<file path="src/rtl/xregf_mp.sv">
// Dual-interface register file: host read/write port, versat write port with a
// one-entry collision buffer, N_RD registered versat read ports and a post-reset clear.
module xregf_mp #(
    parameter int DATA_W = 32,
    parameter int ADDR_W = 4,
    parameter int N_RD   = 2,
    parameter int BYPASS = 1
) (
    input  logic                     clk,
    input  logic                     rst,
    input  logic                     ext_we,
    input  logic [ADDR_W-1:0]        ext_addr,
    input  logic [DATA_W-1:0]        ext_data_in,
    output logic [DATA_W-1:0]        ext_data_out,
    output logic                     ext_ready,
    input  logic                     int_sel,
    input  logic                     int_we,
    input  logic [ADDR_W-1:0]        int_addr,
    input  logic [DATA_W-1:0]        int_data_in,
    output logic                     int_ready,
    input  logic [N_RD*ADDR_W-1:0]   int_rd_addr,
    output logic [N_RD*DATA_W-1:0]   int_rd_data,
    output logic                     clr_busy,
    output logic                     collision
);

    localparam int DEPTH = 2 ** ADDR_W;
    localparam logic [0:0] ST_CLEAR = 1'b0;
    localparam logic [0:0] ST_RUN   = 1'b1;

    logic [0:0]        state_q, state_d;
    logic [ADDR_W-1:0] cnt_q, cnt_d;
    logic              pend_vld_q, pend_vld_d;
    logic [ADDR_W-1:0] pend_addr_q, pend_addr_d;
    logic [DATA_W-1:0] pend_data_q, pend_data_d;
    logic              collision_q, collision_d;
    logic [DATA_W-1:0] ext_rd_q;
    logic [DATA_W-1:0] int_rd_q [N_RD];
    logic [DATA_W-1:0] mem_q [DEPTH];

    logic              run;
    logic              vw;
    logic              wr_en;
    logic [ADDR_W-1:0] wr_addr;
    logic [DATA_W-1:0] wr_data;

    assign run          = (state_q == ST_RUN);
    assign ext_ready    = run;
    assign int_ready    = run & ~pend_vld_q;
    assign clr_busy     = ~run;
    assign collision    = collision_q;
    assign ext_data_out = ext_rd_q;
    assign vw           = int_sel & int_we & int_ready;

    // Registered read with optional forwarding of the write committing this cycle.
    function automatic logic [DATA_W-1:0] rd_word(input logic [ADDR_W-1:0] a,
                                                  input logic [DATA_W-1:0] stored);
        if (BYPASS != 0 && wr_en && wr_addr == a)
            return wr_data;
        return stored;
    endfunction

    // Single commit port: clear sequencer, else host, else pending, else versat.
    always_comb begin
        state_d     = state_q;
        cnt_d       = cnt_q;
        pend_vld_d  = pend_vld_q;
        pend_addr_d = pend_addr_q;
        pend_data_d = pend_data_q;
        collision_d = 1'b0;
        wr_en       = 1'b0;
        wr_addr     = cnt_q;
        wr_data     = '0;
        if (!run) begin
            wr_en = 1'b1;
            cnt_d = cnt_q + ADDR_W'(1);
            if (cnt_q == {ADDR_W{1'b1}})
                state_d = ST_RUN;
        end else if (ext_we) begin
            wr_en   = 1'b1;
            wr_addr = ext_addr;
            wr_data = ext_data_in;
            if (vw) begin
                pend_vld_d  = 1'b1;
                pend_addr_d = int_addr;
                pend_data_d = int_data_in;
                collision_d = 1'b1;
            end
        end else if (pend_vld_q) begin
            wr_en      = 1'b1;
            wr_addr    = pend_addr_q;
            wr_data    = pend_data_q;
            pend_vld_d = 1'b0;
        end else if (vw) begin
            wr_en   = 1'b1;
            wr_addr = int_addr;
            wr_data = int_data_in;
        end
        // A queued versat write must never land once reset is seen.
        if (rst)
            wr_en = 1'b0;
    end

    always_ff @(posedge clk) begin
        if (rst) begin
            state_q     <= ST_CLEAR;
            cnt_q       <= '0;
            pend_vld_q  <= 1'b0;
            collision_q <= 1'b0;
        end else begin
            state_q     <= state_d;
            cnt_q       <= cnt_d;
            pend_vld_q  <= pend_vld_d;
            collision_q <= collision_d;
        end
    end

    always_ff @(posedge clk) begin
        pend_addr_q <= pend_addr_d;
        pend_data_q <= pend_data_d;
        if (wr_en)
            mem_q[wr_addr] <= wr_data;
    end

    always_ff @(posedge clk) begin
        if (rst)
            ext_rd_q <= '0;
        else
            ext_rd_q <= rd_word(ext_addr, mem_q[ext_addr]);
    end

    for (genvar k = 0; k < N_RD; k++) begin : g_rd
        logic [ADDR_W-1:0] ra;
        assign ra = int_rd_addr[k*ADDR_W +: ADDR_W];

        always_ff @(posedge clk) begin
            if (rst)
                int_rd_q[k] <= '0;
            else
                int_rd_q[k] <= rd_word(ra, mem_q[ra]);
        end

        assign int_rd_data[k*DATA_W +: DATA_W] = int_rd_q[k];
    end

endmodule

</file>
<file path="config.mk">
export PLATFORM = sky130hd
export DESIGN_NAME = xregf_mp
export DESIGN_NICKNAME = d
export VERILOG_FILES = /design/src/rtl/xregf_mp.sv
export SDC_FILE = /design/constraint.sdc
export NUM_CORES = 1
export LEC_CHECK = 0
export BUFFER_PORTS_ARGS = -buffer_cell sky130_fd_sc_hd__buf_2
export CORE_MARGIN = 5
export CORE_UTILIZATION = 30
export DETAILED_ROUTE_END_ITERATION = 10
export PLACE_DENSITY_LB_ADDON = 0.08
export SYNTH_ARGS = -nofsm -noshare
export SYNTH_HDL_FRONTEND = slang
export SYNTH_SLANG_ARGS = --single-unit
</file>
<file path="constraint.sdc">
create_clock -name clk -period 5.8 [get_ports clk]
set_clock_uncertainty 0.05 [all_clocks]
set_input_delay 1.74 -clock clk [delete_from_list [all_inputs] [get_ports clk]]
set_output_delay 1.74 -clock clk [all_outputs]
set_load 0.03 [all_outputs]
</file>
==> metrics.md <==
| Metric | Value |
|---|---|
| Post-synthesis instance area | `32900 sq um` |
| Leading cell types in the layout, fill and taps excluded | `548 x sky130_fd_sc_hd__edfxtp_1, 480 x sky130_fd_sc_hd__mux4_2, 175 x sky130_fd_sc_hd__buf_2` |
| Detail-routed via count per cell | `around 5.6` |
| Combined global-route utilization of all metal layers | `19.3%` |
| Post-route cell area | `38600 sq um` |
| Max-capacitance violation count | `0` |
| Clock transition time at the flip-flop clock pins of the worst setup and hold paths | `60 ps` |
| Row Count | `121` |
| Area fraction in compound gates after synthesis | `under 10%` |
| DR WL/cell | `33.6 um` |
| Rel. slew slack | `27.3%` |
| Total count of hold-check failures in the final report | `0` |
| Post-CTS Repair Setup Buffers | `0` |
| Fraction of the mapped netlist area in adder cells | `0.0380%` |
| Post-synthesis instance total | `1687` |
| Count of input and output buffers | `184` |
| Crit share post-route | `76.3%` |
| Dominant combinational cell family by area after synthesis | `multiplexers` |
| Die extent in y | `341 um` |
| Startpoint of the worst-slack reg-to-reg timing path | `ext_ready` |
| Clock tree from TritonCTS | `built` |
| Antenna violations before repair | `4` |
| Worst setup SP type | `input port` |
| Skew-Pair Late Insertion Delay | `640 ps` |
| Vias in the first global route | `20600` |
| Total Nets Final | `1961` |
| WHS | `504 ps` |
| Flops & latches, synth | `roughly 650` |
| Post-layout worst setup margin | `1380 ps` |
| Overall die area | `116000 sq um` |
| Total of hold buffers inserted after clock tree synthesis | `0` |
| Nets in the synthesized netlist | `1773` |
| Synthesized-area fraction occupied by and/or/nand/nor cells | `3.01%` |
| Detailed-route via count | `~19000` |
| Synth-to-layout area growth | `17.2%` |
| Remaining global-route overflow | `0` |
| Setup WS pre-CTS | `roughly 790 ps` |
| Placed cell count | `3207` |
| Ports | `between 150 and 200` |
| H-tree Lvls | `3` |
| Crit path launch | `ext_we` |
| Global placement routability congestion | `roughly 0.75` |
| Non-filler instance count after layout | `3357` |
| Critical path class | `in -> reg` |
| Share of the synthesized netlist area taken by xor and xnor gates | `0.315%` |
| Minimum clock period | `4420 ps` |
| Post-detailed-placement half-perimeter wirelength | `just under 70000 um` |
| Fill cell count | `10200` |
| Aggregate routed wire length | `113000 um` |
| Post-placement cell area | `35900 sq um` |
| Leakage component of the power | `around 14 nW` |
| Highest net fanout along the worst path | `14` |
| Share of cell area taken by muxes after synthesis | `between 30 and 40%` |
| Share of layout cells above drive strength 1 | `45.7%` |
| Chip width | `between 300 and 400 um` |
| Capturing element type of the critical path | `register` |
| Hold Crit Class | `reg -> reg` |
| Post-DRT Antenna Nets | `0` |
| Synthesized area divided by synthesized cell count | `19.5 sq um` |
| Pwr per Cell Area | `295 nW/um^2` |
| Setup total negative slack | `0 ps` |
| Clk Tree Root Cell | `sky130_fd_sc_hd__clkbuf_16` |
| Unrepaired setup endpoints after global routing | `false` |
| Pre-antenna DRT Iters | `5` |
| Pin count of the biggest net entering global routing | `88` |
| Highest attainable clock frequency | `226 MHz` |
| CTS Buf Count | `80` |
| Maximum vdd ir drop | `0.201 mV` |
| Starting DRC count in detailed routing | `around 1700` |
| Worst Path Arrival | `4900 ps` |
| Count of cell types in the netlist | `46` |
| Share of the core filled with cells | `35.4%` |
| Launch point of the worst hold path | `cnt_q[3]` |
| Final setup vio count | `0` |
| Power, Total | `11.4 mW` |
| Proportion of synthesized chip area in sequential cells | `56.2%` |
| DRC violation count after routing | `0` |
| Count of instances resized after the clock tree is built | `0` |
| Count of pins over their slew limit | `0` |
| Clock sink count | `about 650` |
| Outcome | `completed` |
| Area inside the core boundary | `109000 sq um` |
| Initial core utilization | `between 30% and 40%` |
| Synth warn | `0` |
| Maximum buffer depth of the clock tree | `3` |
| Most frequent standard cell in the layout excluding fill and tap cells | `sky130_fd_sc_hd__edfxtp_1` |
| Wire length of the first global-routing pass | `161000 um` |
| Required @ worst endpoint | `approximately 6300 ps` |
| Transition time of the tightest slew-check pin | `1090 ps` |
-- final timing paths --
path,end,slack [ps],cells after the start
worst max register to register,int_rd_q[1][24],1680,7
worst max-delay path,int_rd_q[1][24],1380,8
worst min-delay path,ext_ready,500,2
worst min register to register,ext_ready,500,2
-- layer usage --
metal	share of wire, %	up-vias	global-route usage [%]	wire, um
li1	-	7686	-	-
met1	45	10300	27.3	50400
met2	48	626	31.4	53900
met3	5.8	116	3.54	6540
met4	1.7	0	4.22	1960
met5	0	-	0	0
-- final cells by class --
type / instances / area [sq um] / area share (%)
clock buffers: 120 / 2350 / 6.09
well taps: 1414 / 1770 / 4.59
flip-flops and latches: 651 / 18500 / 48.0
inverters: 37 / 139 / 0.360
multi-input cells: 849 / 13800 / 35.7
repair buffers: 256 / 1730 / 4.48
diodes: 1 / 2.50 / 0.00649
clock inverters: 29 / 285 / 0.739
-- synthesized netlist by cell type (all sizes together) --
cell / n / area (sq um)
a31oi: 4 / 25.0
a221o: 32 / 320
a21oi: 7 / 35.0
edfxtp: 548 / 16500
o211ai: 32 / 240
nor2: 35 / 131
inv: 35 / 131
o22a: 1 / 8.76
and4b: 1 / 10.0
o22ai: 2 / 12.5
a41o: 1 / 10.0
xor2: 5 / 43.8
xnor2: 6 / 60.1
and3: 3 / 18.8
nand2: 3 / 11.3
nor3: 4 / 20.0
a22oi: 2 / 15.0
nor4: 1 / 21.3
dfxtp: 103 / 2060
a311o: 1 / 10.0
nor3b: 1 / 7.51
a211oi: 5 / 37.5
nand4: 3 / 31.3
mux4: 480 / 10800
nor2b: 9 / 56.3
or3: 1 / 6.26
or3b: 3 / 26.3
mux2: 4 / 52.6
clkinv: 2 / 7.51
ha: 1 / 12.5
clkbuf: 79 / 297
o21ai: 4 / 20.0
nand3b: 4 / 30.0
buf: 71 / 328
o2111a: 1 / 11.3
mux2i: 93 / 931
and2: 1 / 6.26
nand3: 3 / 15.0
nand2b: 96 / 601
-- critical path, stage by stage --
cell and delay, ps:
sky130_fd_sc_hd__buf_2 230, sky130_fd_sc_hd__or3b_1 490, sky130_fd_sc_hd__a211oi_1 540, sky130_fd_sc_hd__nor2_1 250, sky130_fd_sc_hd__xor2_1 270, sky130_fd_sc_hd__nand4_4 620
sky130_fd_sc_hd__buf_4 440, sky130_fd_sc_hd__mux2_4 300
-- kinds of logic (layout without fill, tap and decap cells) --
group / count (synthesis) / count (layout)
AO/OA/AOI/OAI: 92 / 92
XOR/XNOR: 11 / 11
flip-flops: 651 / 651
other: 0 / 1
multiplexers: 577 / 577
adder cells (fa/ha/maj): 1 / 1
buffers and inverters: 187 / 442
AND/OR/NAND/NOR: 168 / 168
-- where the power goes --
part	leakage, nW	internal (mW)	total [mW]	switching, mW
clock network	1.29	3.02	5.03	2.01
registers	6.27	5.11	5.15	0.0434
logic	6.02	0.521	1.19	0.671
total	13.6	8.65	11.4	2.73
-- state kept, by name (all words and copies together) (netlist names) --
signal        cells
cnt_q             4
collision         1
pend_data_q      32
pend_vld_q        1
ext_ready         1
mem_q           512
pend_addr_q       4
int_rd_q         64
ext_data_out     32
No activity file was read; power rests on OpenSTA's default activity.
